**config.mk**
```make
export PLATFORM = sky130hd
export DESIGN_NAME = fp_mul_seq_ctrl
export DESIGN_NICKNAME = d
export VERILOG_FILES = /design/src/rtl/fp_mul_seq_ctrl.sv
export SDC_FILE = /design/constraint.sdc
export NUM_CORES = 1
export LEC_CHECK = 0
export ABC_AREA = 1
export BUFFER_PORTS_ARGS = -buffer_cell sky130_fd_sc_hd__clkbuf_2
export CORE_AREA = 2 2 142 157
export DETAILED_ROUTE_END_ITERATION = 8
export DIE_AREA = 0 0 144 159
export PLACE_DENSITY = 0.55
export SLEW_MARGIN = 20
export SYNTH_ARGS = -nofsm -noshare
export SYNTH_HDL_FRONTEND = slang
export SYNTH_SLANG_ARGS = --single-unit
export TNS_END_PERCENT = 5
```
**constraint.sdc**
```tcl
create_clock -name clk -period 8.2 [get_ports clk]
set_input_delay 1.64 -clock clk [delete_from_list [all_inputs] [get_ports clk]]
set_output_delay 1.64 -clock clk [all_outputs]
set_load 0.1 [all_outputs]
```
**src/rtl/fp_mul_seq_ctrl.sv**
```systemverilog
// fp_mul_seq_ctrl
//   Sequential floating-point multiplier controller. It drives an iterative
//   shift-add mantissa datapath that retires one multiplier bit per clock.
//   Sign, exponent bias, normalization and special operands are handled
//   around that datapath. Rounding truncates, and denormal inputs flush to zero.
//
// Ports
//   clk, rst        clock, async active-high reset
//   in_valid/ready  operand handshake (in_ready only while idle)
//   in_a, in_b      operands {sign, exp, frac}
//   out_valid/ready result handshake (out_valid only in DONE)
//   out_result      product, held while out_ready is low
//   out_overflow    result saturated to infinity
//   out_underflow   result flushed to zero
//   busy            controller not idle
module fp_mul_seq_ctrl #(
    parameter int EXP_WIDTH = 8,
    parameter int MAN_WIDTH = 23
) (
    input  logic                           clk,
    input  logic                           rst,
    input  logic                           in_valid,
    output logic                           in_ready,
    input  logic [EXP_WIDTH+MAN_WIDTH:0]   in_a,
    input  logic [EXP_WIDTH+MAN_WIDTH:0]   in_b,
    output logic                           out_valid,
    input  logic                           out_ready,
    output logic [EXP_WIDTH+MAN_WIDTH:0]   out_result,
    output logic                           out_overflow,
    output logic                           out_underflow,
    output logic                           busy
);
    localparam int E   = EXP_WIDTH;
    localparam int M   = MAN_WIDTH;
    localparam int DW  = 1 + E + M;
    localparam int SIG = M + 1;
    localparam int PW  = 2 * SIG;
    localparam int CW  = $clog2(SIG + 1);
    localparam int EW  = E + 2;

    localparam logic [E-1:0]  EXP_ONES = {E{1'b1}};
    localparam logic [EW-1:0] BIAS     = EW'((2 ** (E - 1)) - 1);
    localparam logic [DW-1:0] QNAN     = {1'b0, EXP_ONES, M'(1 << (M - 1))};

    typedef enum logic [1:0] {IDLE, MUL, NORM, DONE} state_t;

    state_t          state_q, state_d;
    logic [CW-1:0]   cnt_q, cnt_d;
    logic [PW-1:0]   prod_q, prod_d;
    logic [SIG-1:0]  mcand_q, mcand_d;
    logic [SIG-1:0]  mplr_q, mplr_d;
    logic            sign_q, sign_d;
    logic [EW-1:0]   exp_q, exp_d;     // two's complement, biased sum
    logic [DW-1:0]   res_q, res_d;
    logic            ovf_q, ovf_d;
    logic            unf_q, unf_d;

    // Operand field decode, used only at the capture edge
    logic [E-1:0] ea, eb;
    logic [M-1:0] fa, fb;
    logic         sgn_in, a_nan, b_nan, a_inf, b_inf, a_zero, b_zero;

    assign ea     = in_a[DW-2:M];
    assign eb     = in_b[DW-2:M];
    assign fa     = in_a[M-1:0];
    assign fb     = in_b[M-1:0];
    assign sgn_in = in_a[DW-1] ^ in_b[DW-1];
    assign a_nan  = (ea == EXP_ONES) && (fa != '0);
    assign b_nan  = (eb == EXP_ONES) && (fb != '0);
    assign a_inf  = (ea == EXP_ONES) && (fa == '0);
    assign b_inf  = (eb == EXP_ONES) && (fb == '0);
    assign a_zero = (ea == '0);
    assign b_zero = (eb == '0);

    // Shift-add step: the carry out of the upper-half add becomes the new MSB
    // as the product shifts right.
    logic [SIG:0] sum;
    assign sum = {1'b0, prod_q[PW-1:SIG]} + (mplr_q[0] ? {1'b0, mcand_q} : '0);

    // Normalization: a set top bit means the significand product is in [2,4)
    logic [EW-1:0] exp_adj;
    logic [M-1:0]  norm_frac;
    logic          norm_ovf, norm_unf;

    assign exp_adj   = exp_q + EW'(prod_q[PW-1]);
    assign norm_frac = prod_q[PW-1] ? prod_q[PW-2 -: M] : prod_q[PW-3 -: M];
    assign norm_ovf  = !exp_adj[EW-1] && (exp_adj[EW-2:0] >= {1'b0, EXP_ONES});
    assign norm_unf  = exp_adj[EW-1] || (exp_adj == '0);

    // State and datapath registers
    always_ff @(posedge clk or posedge rst) begin
        if (rst) begin
            state_q <= IDLE;
            cnt_q   <= '0;
            prod_q  <= '0;
            mcand_q <= '0;
            mplr_q  <= '0;
            sign_q  <= 1'b0;
            exp_q   <= '0;
            res_q   <= '0;
            ovf_q   <= 1'b0;
            unf_q   <= 1'b0;
        end else begin
            state_q <= state_d;
            cnt_q   <= cnt_d;
            prod_q  <= prod_d;
            mcand_q <= mcand_d;
            mplr_q  <= mplr_d;
            sign_q  <= sign_d;
            exp_q   <= exp_d;
            res_q   <= res_d;
            ovf_q   <= ovf_d;
            unf_q   <= unf_d;
        end
    end

    // Next-state and datapath update
    always_comb begin
        state_d = state_q;
        cnt_d   = cnt_q;
        prod_d  = prod_q;
        mcand_d = mcand_q;
        mplr_d  = mplr_q;
        sign_d  = sign_q;
        exp_d   = exp_q;
        res_d   = res_q;
        ovf_d   = ovf_q;
        unf_d   = unf_q;
        case (state_q)
            IDLE: begin
                if (in_valid) begin
                    sign_d  = sgn_in;
                    mcand_d = {1'b1, fa};
                    mplr_d  = {1'b1, fb};
                    exp_d   = {2'b00, ea} + {2'b00, eb} - BIAS;
                    prod_d  = '0;
                    cnt_d   = CW'(SIG);
                    state_d = DONE;
                    if (a_nan || b_nan)
                        res_d = QNAN;
                    else if ((a_inf && b_zero) || (b_inf && a_zero))
                        res_d = QNAN;
                    else if (a_inf || b_inf)
                        res_d = {sgn_in, EXP_ONES, {M{1'b0}}};
                    else if (a_zero || b_zero)
                        res_d = {sgn_in, {(DW-1){1'b0}}};
                    else
                        state_d = MUL;
                end
            end
            MUL: begin
                prod_d = {sum, prod_q[SIG-1:1]};
                mplr_d = mplr_q >> 1;
                cnt_d  = cnt_q - CW'(1);
                if (cnt_q == CW'(1))
                    state_d = NORM;
            end
            NORM: begin
                state_d = DONE;
                if (norm_ovf) begin
                    res_d = {sign_q, EXP_ONES, {M{1'b0}}};
                    ovf_d = 1'b1;
                end else if (norm_unf) begin
                    res_d = {sign_q, {(DW-1){1'b0}}};
                    unf_d = 1'b1;
                end else begin
                    res_d = {sign_q, exp_adj[E-1:0], norm_frac};
                end
            end
            DONE: begin
                if (out_ready) begin
                    state_d = IDLE;
                    res_d   = '0;
                    ovf_d   = 1'b0;
                    unf_d   = 1'b0;
                end
            end
            default: state_d = IDLE;
        endcase
    end

    // Outputs
    always_comb begin
        in_ready      = (state_q == IDLE);
        out_valid     = (state_q == DONE);
        busy          = (state_q != IDLE);
        out_result    = res_q;
        out_overflow  = ovf_q;
        out_underflow = unf_q;
    end

endmodule

```
==> results.cfg, run 1 <==
[critical_path]
crit_slowest_cell = clkbuf_2
cp_num_buf_inv = 2
crit_required_ns = 6.56
crit_path_start_kind = flip-flop
crit_type = flip-flop to output pin
worstPathArrival_ns = 1.84
cpLargestDelayFamily = buffers and inverters
path_cells = inv_1, ha_1, clkbuf_2
max_stage_delay_ns = 0.53
worstPathMaxFanout = 7
cp-end-kind = output pin

[flow_run]
maxCapViolCount = 0

[timing]
max_freq_mhz = 288
setup_viol = 0
setup_slack_ns = 4.72
hold_viol = 0
drv_slew = 0
fin_crit_ns = 3.48
hold_ws_ns = 0.473
final.setup_skew_ns = 0.00631
setup_tns_ns = 0
rsz0062_at_grt = no
tightestPinTransition_ns = 1.02
finalCritPeriodShare_pct = 42.4
slew-limit-headroom_pct = 32.0

[final_layout]
mostFrequentLayoutCell = nand2_1
final_cell_mix = 326 x nand2_1, 159 x inv_1, 125 x dfrtp_1
drive_above_1_share_pct = 15.1
stdcell_area_um2 = 9380
antenna_cells = 0
layout.nets = 1317
syn_to_final_growth_pct = 17.6

[detailed_routing]
wire_per_inst_um = 14.0
drc = 0
vias = 7235
drt_iter0_markers = 327
wirelength_mm = 21.0
drtPass1Iterations = 4
vias_per_cell = 4.82
antenna_left = 0

[power_and_ir_drop]
p_seq_share_pct = 29.8
p_int_uw = 1760
peakVddDrop_v = 0.000219
swShare_pct = 47.2
p_switching_uw = 1570
clkPwrFrac_pct = 23.2
leakagePower_uw = 0.00496
p_per_area_nw_per_um2 = 356
p_comb_share_pct = 47.0

[clock_tree]
cts_hold_buffers = 0
clockRootBuffer = clkbuf_16
clockBufferDepth = 2
cts_made_buffers = 17
cts_tree = done
cts_sinks = 125
ctsResizeCount = 0
clk_latency_ns = 0.42
postCtsSetupRepairBufs = 0
cts_max_level = 4
cts.clk_slew.worst_paths_ns = 0.05

[floorplanning]
die_h_um = 159
fp.dieW_um = 144
dieArea_um2 = 22900
floorplan.initialDensity_pct = 37.6
rows = 56
coreArea_um2 = 21200
ios = 105

[global_routing]
grt.met1_usage_pct = 25.8
first_global_vias = 7004
antenna_found_initial = 0
overflow = 0
track_usage_pct = 19.2
grt_util_met3_pct = 4.12
grt-busiest-layer = met2
grt_max_degree = 64
gr-usage-met2_pct = 31.1
grt_pass1_wl_mm = 34.8

[placement]
place_congestion = 0.932
io_buffers = 104
dp_hpwl_mm = 15.9
pre_cts_ws_ns = 4.27
place_area_um2 = 8780

[yosys]
synth_edf_count = 0
syn_nets = 1218
syn_avg_cell_area_um2 = 7.24
yosysSeqAreaShare_pct = 39.2
synthCells = 1101
async_flop_share_pct = 100
synth_warnings = 0
synthFlopType = dfrtp_1
ys_ff_latch = 125
ys_types = 42
syn_area_um2 = 7970

[status]
outcome = finished clean

[hold_path]
min-delay-path-class = flip-flop to flip-flop
==> cells by family after synthesis <==
group,count (synthesis),share of synthesized area [%]
xor+xnor,3,0.330
flops,125,39.2
simple gates,520,27.4
compound gates,204,15.1
buf+inv,195,9.43
fa+ha+maj,49,7.88
mux,5,0.628
==> power groups by stage <==
stage	logic [µW]	registers [µW]	clock network, µW
floorplan	979	1240	0
global placement	1570	999	0
detailed placement	1580	1000	0
CTS	1590	995	788
global route	1760	1020	813
finish	1570	993	772
==> per-layer routing <==
metal  vias to the layer above  wire, µm
met1                      3366      9970
met4                         0       303
met5                         -         0
met2                       104      9820
met3                        26       867
li1                       3739         -
==> cell usage after synthesis, types with 2 or more instances <==
cell type / instances / area (µm²)
nor2_1: 95 / 357
buf_2: 3 / 15.0
o211ai_1: 15 / 113
inv_2: 4 / 15.0
a21o_1: 2 / 15.0
o21ai_2: 20 / 175
or2_2: 5 / 31.3
a22oi_1: 9 / 67.6
a21boi_0: 5 / 37.5
inv_1: 160 / 601
o22ai_1: 14 / 87.6
nand3_4: 2 / 35.0
a21oi_1: 42 / 210
nand3_1: 40 / 200
nand3b_1: 5 / 37.5
nand4_1: 16 / 100
dfrtp_1: 125 / 3130
o21ai_1: 3 / 15.0
mux2i_1: 5 / 50.1
ha_1: 47 / 588
o21ai_0: 89 / 445
nor2_4: 2 / 22.5
and2_1: 2 / 12.5
o21bai_1: 2 / 15.0
nor3_1: 16 / 80.1
buf_6: 2 / 22.5
fa_1: 2 / 40.0
clkbuf_1: 22 / 82.6
nand2_2: 5 / 31.3
xor2_1: 3 / 26.3
nand2_1: 326 / 1220
buf_1: 3 / 11.3
==> metrics by stage <==
step	total power [µW]	util, %	cells
finish	3330	44.2	1502
global route	3600	44.2	1502
CTS	3370	44.2	1502
detailed placement	2590	41.3	1471
global placement	2570	41.3	1471
floorplan	2220	-	1101
==> state kept, by name, indices dropped and copies added, names as in the netlist <==
| signal | count |
|---|---|
| mplr_q | 24 |
| exp_q | 10 |
| out_result | 32 |
| out_underflow | 1 |
| prod_q | 25 |
| cnt_q | 5 |
| mcand_q | 24 |
| state_q | 2 |
| sign_q | 1 |
| out_overflow | 1 |
==> worst paths after layout <==
path / startpoint / to / slack, ns / depth (start not counted)
min reg2reg: mcand_q[23] / mcand_q[23] / 0.47 / 1
max reg2reg: state_q[0] / mplr_q[0] / 5.28 / 7
min: mcand_q[23] / mcand_q[23] / 0.47 / 1
min in group asynchronous: rst / out_result[27] / 1.36 / 2
max: state_q[0] / in_ready / 4.72 / 3
max in group asynchronous: rst / out_result[3] / 5.53 / 3
==> final cells by class <==
cell class,instances,area [µm²]
clock buffers,21,460
clock inverters,10,139
fillers,2261,11900
inverters,165,623
multi-input cells,781,4100
flip-flops and latches,125,3130
well taps,290,363
repair buffers,110,566
Power figures use the tool's default switching activity.
==> inputs of run 2 (changes only) <==
Settings changed: PLACE_DENSITY 0.55 to 0.57.
Clock period 8.2 ns to 3.1 ns, I/O delays scaled along.
==> results.cfg, run 2 (synthesized netlist as in run 1, its figures left out) <==
[status]
outcome = finished clean

[critical_path]
worstPathArrival_ns = 2.98
crit_type = flip-flop to flip-flop
path_cells = nand2_1, inv_1, ha_1, inv_1, fa_1, o21ai_1, nand2_1, nand2_1, a21boi_0, or2_0, nand3_1, o21ai_1
crit_path_start_kind = flip-flop
cp-end-kind = flip-flop
cpLargestDelayFamily = simple AND/OR/NAND/NOR gates
reg2reg_depth = 12
crit_slowest_cell = dfrtp_1
cp_common_cell = nand2_1
crit_required_ns = 3.40
worstPathMaxFanout = 14
max_stage_delay_ns = 0.57
cp.depth = 12
cp_num_buf_inv = 2

[clock_tree]
cts_max_level = 4
clk_latency_ns = 0.42
postCtsSetupRepairBufs = 0
cts_sinks = 125
cts_tree = done
clockBufferDepth = 2
ctsResizeCount = 0
cts.clk_slew.worst_paths_ns = 0.06
cts_hold_buffers = 0
clockRootBuffer = clkbuf_16
cts_made_buffers = 17

[timing]
final.setup_skew_ns = 0.0116
finalCritPeriodShare_pct = 86.5
slew-limit-headroom_pct = 54.6
setup_viol = 0
tightestPinTransition_ns = 0.681
drv_slew = 0
setup_tns_ns = 0
hold_viol = 0
max_freq_mhz = 373
fin_crit_ns = 2.68
rsz0062_at_grt = no

[global_routing]
antenna_found_initial = 0
overflow = 0
first_global_vias = 7033
grt_pass1_wl_mm = 34.3
track_usage_pct = 18.8
grt_max_degree = 83

[detailed_routing]
drc = 0
drtPass1Iterations = 5
vias_per_cell = 4.75
wirelength_mm = 20.7
vias = 7146
wire_per_inst_um = 13.7
antenna_left = 0
drt_iter0_markers = 345

[flow_run]
maxCapViolCount = 0

[floorplanning]
ios = 105
floorplan.initialDensity_pct = 37.6
die_h_um = 159
coreArea_um2 = 21200
fp.dieW_um = 144
dieArea_um2 = 22900
rows = 56

[final_layout]
postLayoutCoreUtil_pct = 44.2
final_cell_mix = 326 x nand2_1, 159 x inv_1, 125 x dfrtp_1
multi_input_area_um2 = 4090
syn_to_final_growth_pct = 17.6
drive_above_1_share_pct = 15.3
seq_area_um2 = 3130
fillers = 2231
layout.nets = 1322
largest_register_ffs = 32
antenna_cells = 0
mostFrequentLayoutCell = nand2_1

[placement]
dp_hpwl_mm = 15.7
io_buffers = 104
place_congestion = 0.919

[power_and_ir_drop]
peakVddDrop_v = 0.000638
leakagePower_uw = 0.00495
p_per_area_nw_per_um2 = 919

[hold_path]
min-delay-path-class = input port to asynchronous set/reset pin
run 2: final timing paths:
| check | from | to | slack [ns] |
|---|---|---|---|
| min | rst | mcand_q[9] | 0.12 |
| max | mplr_q[0] | prod_q[33] | 0.42 |
| max reg2reg | mplr_q[0] | prod_q[33] | 0.42 |
| max in group asynchronous | rst | out_result[22] | 2.27 |
| min in group clk | in_a[19] | mcand_q[19] | 0.41 |
| min reg2reg | mcand_q[23] | mcand_q[23] | 0.46 |
run 2: layout make-up:
cell class                 instances  share of cell area, %
sequential                       125                   33.4
clock buffer                      23                   5.20
timing repair buffer             115                   6.83
clock inverter                     7                  0.427
tap                              290                   3.87
multi-input combinational        781                   43.7
inverter                         165                   6.66
run 2: per-layer routing:
| metal | global-route usage (%) | wire length [µm] | part of all wire (%) |
|---|---|---|---|
| met1 | 26.0 | 10200 | 49 |
| met2 | 29.7 | 9440 | 46 |
| met3 | 3.85 | 853 | 4.1 |
| met4 | 5.44 | 250 | 1.2 |
| met5 | 0 | 0 | 0 |
run 2: per-stage QoR:
| step | area (µm²) | total power (µW) | setup slack, ns | hold slack [ns] | cells |
|---|---|---|---|---|---|
| floorplan | 7980 | 5860 | -0.224 | 0.440 | 1101 |
| global placement | 8850 | 6830 | 0.447 | 0.453 | 1476 |
| detailed placement | 8850 | 6870 | 0.417 | 0.454 | 1476 |
| CTS | 9380 | 8710 | 0.430 | 0.116 | 1506 |
| global route | 9380 | 9340 | 0.166 | 0.122 | 1506 |
| finish | 9380 | 8620 | 0.419 | 0.118 | 1506 |
run 2: report_power, final:
group          leakage [µW]  internal [µW]  switching, µW  total [µW]
clock network      0.000260           1090            719        1810
logic               0.00309           1170           2990        4160
registers           0.00160           2240            412        2650
==> inputs of run 3 (changes only) <==
Settings changed: MAX_ROUTING_LAYER set to met4.
==> results.cfg, run 3 (synthesized netlist as in run 1, its figures left out) <==
[status]
outcome = finished clean

[placement]
place_congestion = 0.926
io_buffers = 104
pre_cts_ws_ns = 0.409
dp_hpwl_mm = 16.0

[detailed_routing]
wire_per_inst_um = 13.8
vias = 7256
antenna_left = 0
drtPass1Iterations = 4
wirelength_mm = 20.8
drt_iter0_markers = 372
vias_per_cell = 4.81
drc = 0

[timing]
slew-limit-headroom_pct = 53.6
fin_crit_ns = 2.70
tightestPinTransition_ns = 0.695
finalCritPeriodShare_pct = 87.2
rsz0062_at_grt = no
drv_slew = 0
hold_viol = 0
setup_slack_ns = 0.398
max_freq_mhz = 370
setup_viol = 0
final.setup_skew_ns = 0.0119

[floorplanning]
die_h_um = 159
floorplan.initialDensity_pct = 37.6
ios = 105
rows = 56
fp.dieW_um = 144
coreArea_um2 = 21200
dieArea_um2 = 22900

[clock_tree]
ctsResizeCount = 0
cts_made_buffers = 17
clk_latency_ns = 0.42
cts_tree = done
postCtsSetupRepairBufs = 0
cts_hold_buffers = 0
clockRootBuffer = clkbuf_16
cts_max_level = 4
clockBufferDepth = 2
cts.clk_slew.worst_paths_ns = 0.06
cts_sinks = 125

[final_layout]
largest_register_ffs = 32
syn_to_final_growth_pct = 19.2
final_cell_mix = 326 x nand2_1, 159 x inv_1, 125 x dfrtp_1
layout.nets = 1323
fillers = 2236
mostFrequentLayoutCell = nand2_1
antenna_cells = 0
postLayoutCoreUtil_pct = 44.8
drive_above_1_share_pct = 15.4

[power_and_ir_drop]
peakVddDrop_v = 0.000631
p_per_area_nw_per_um2 = 951
leakagePower_uw = 0.00501
total_power_uw = 9040

[global_routing]
grt_pass1_wl_mm = 35.1
track_usage_pct = 19.8
first_global_vias = 7220
antenna_found_initial = 0
grt_max_degree = 53
overflow = 0

[critical_path]
cp_common_cell = nand2_1
worstPathArrival_ns = 3.00
crit_slowest_cell = dfrtp_1
worstPathMaxFanout = 14
path_cells = buf_4, nand2_1, inv_1, ha_1, nand2_1, o21ai_0, nand3_1, nand2_1, a21oi_1, or2_2, nand3_1, o21ai_0
crit_required_ns = 3.40
cp-end-kind = flip-flop
max_stage_delay_ns = 0.53
crit_type = flip-flop to flip-flop
cpLargestDelayFamily = simple AND/OR/NAND/NOR gates
cp_num_buf_inv = 2
crit_path_start_kind = flip-flop

[hold_path]
min-delay-path-class = input port to asynchronous set/reset pin

[flow_run]
maxCapViolCount = 0
[run 3: report_power, final]
group / switching (µW) / total [µW] / internal (µW)
registers: 407 / 2650 / 2240
clock network: 746 / 2210 / 1470
logic: 3010 / 4180 / 1170
[run 3: final timing paths]
| path | startpoint | end | slack, ns | cells after the start |
|---|---|---|---|---|
| setup / recovery | mplr_q[0] | prod_q[32] | 0.40 | 12 |
| hold / removal | rst | exp_q[1] | 0.27 | 2 |
| setup reg to reg | mplr_q[0] | prod_q[32] | 0.40 | 12 |
| hold reg to reg | mcand_q[23] | mcand_q[23] | 0.47 | 1 |
| max in group asynchronous | rst | out_result[30] | 2.16 | 3 |
| min in group clk | in_a[19] | mcand_q[19] | 0.42 | 3 |
[run 3: layout make-up]
| class | count | area, µm² | area share [%] |
|---|---|---|---|
| tap | 290 | 363 | 3.82 |
| timing repair buffer | 116 | 648 | 6.82 |
| inverter | 165 | 624 | 6.57 |
| multi-input combinational | 781 | 4090 | 43.1 |
| clock inverter | 10 | 186 | 1.96 |
| sequential | 125 | 3130 | 32.9 |
| clock buffer | 22 | 464 | 4.88 |
[run 3: through the flow]
stage / area (µm²) / std cells / hold slack, ns / setup TNS, ns
final: 9510 / 1509 / 0.271 / 0
after global routing: 9510 / 1509 / 0.318 / 0
after detailed placement: 8860 / 1477 / 0.459 / 0
after global placement: 8860 / 1477 / 0.456 / 0
after CTS: 9510 / 1509 / 0.292 / 0
after floorplan: 7980 / 1101 / 0.440 / -12.64
[run 3: worst register-to-register path: stages, from the launching register on]
cell     delay, ns
dfrtp_1       0.53
buf_4         0.26
nand2_1       0.07
inv_1         0.06
ha_1          0.35
nand2_1       0.09
o21ai_0       0.36
nand3_1       0.16
nand2_1       0.19
a21oi_1       0.11
or2_2         0.28
nand3_1       0.06
o21ai_0       0.07
[run 3: per-layer routing]
metal | part of all wire (%) | up-vias | wire length, µm | GRT usage [%]
li1 | - | 3755 | - | -
met1 | 48 | 3361 | 9970 | 26.2
met2 | 46 | 118 | 9690 | 31.0
met3 | 4.3 | 22 | 902 | 3.94
met4 | 1.3 | 0 | 279 | 4.95
met5 | 0 | - | 0 | -
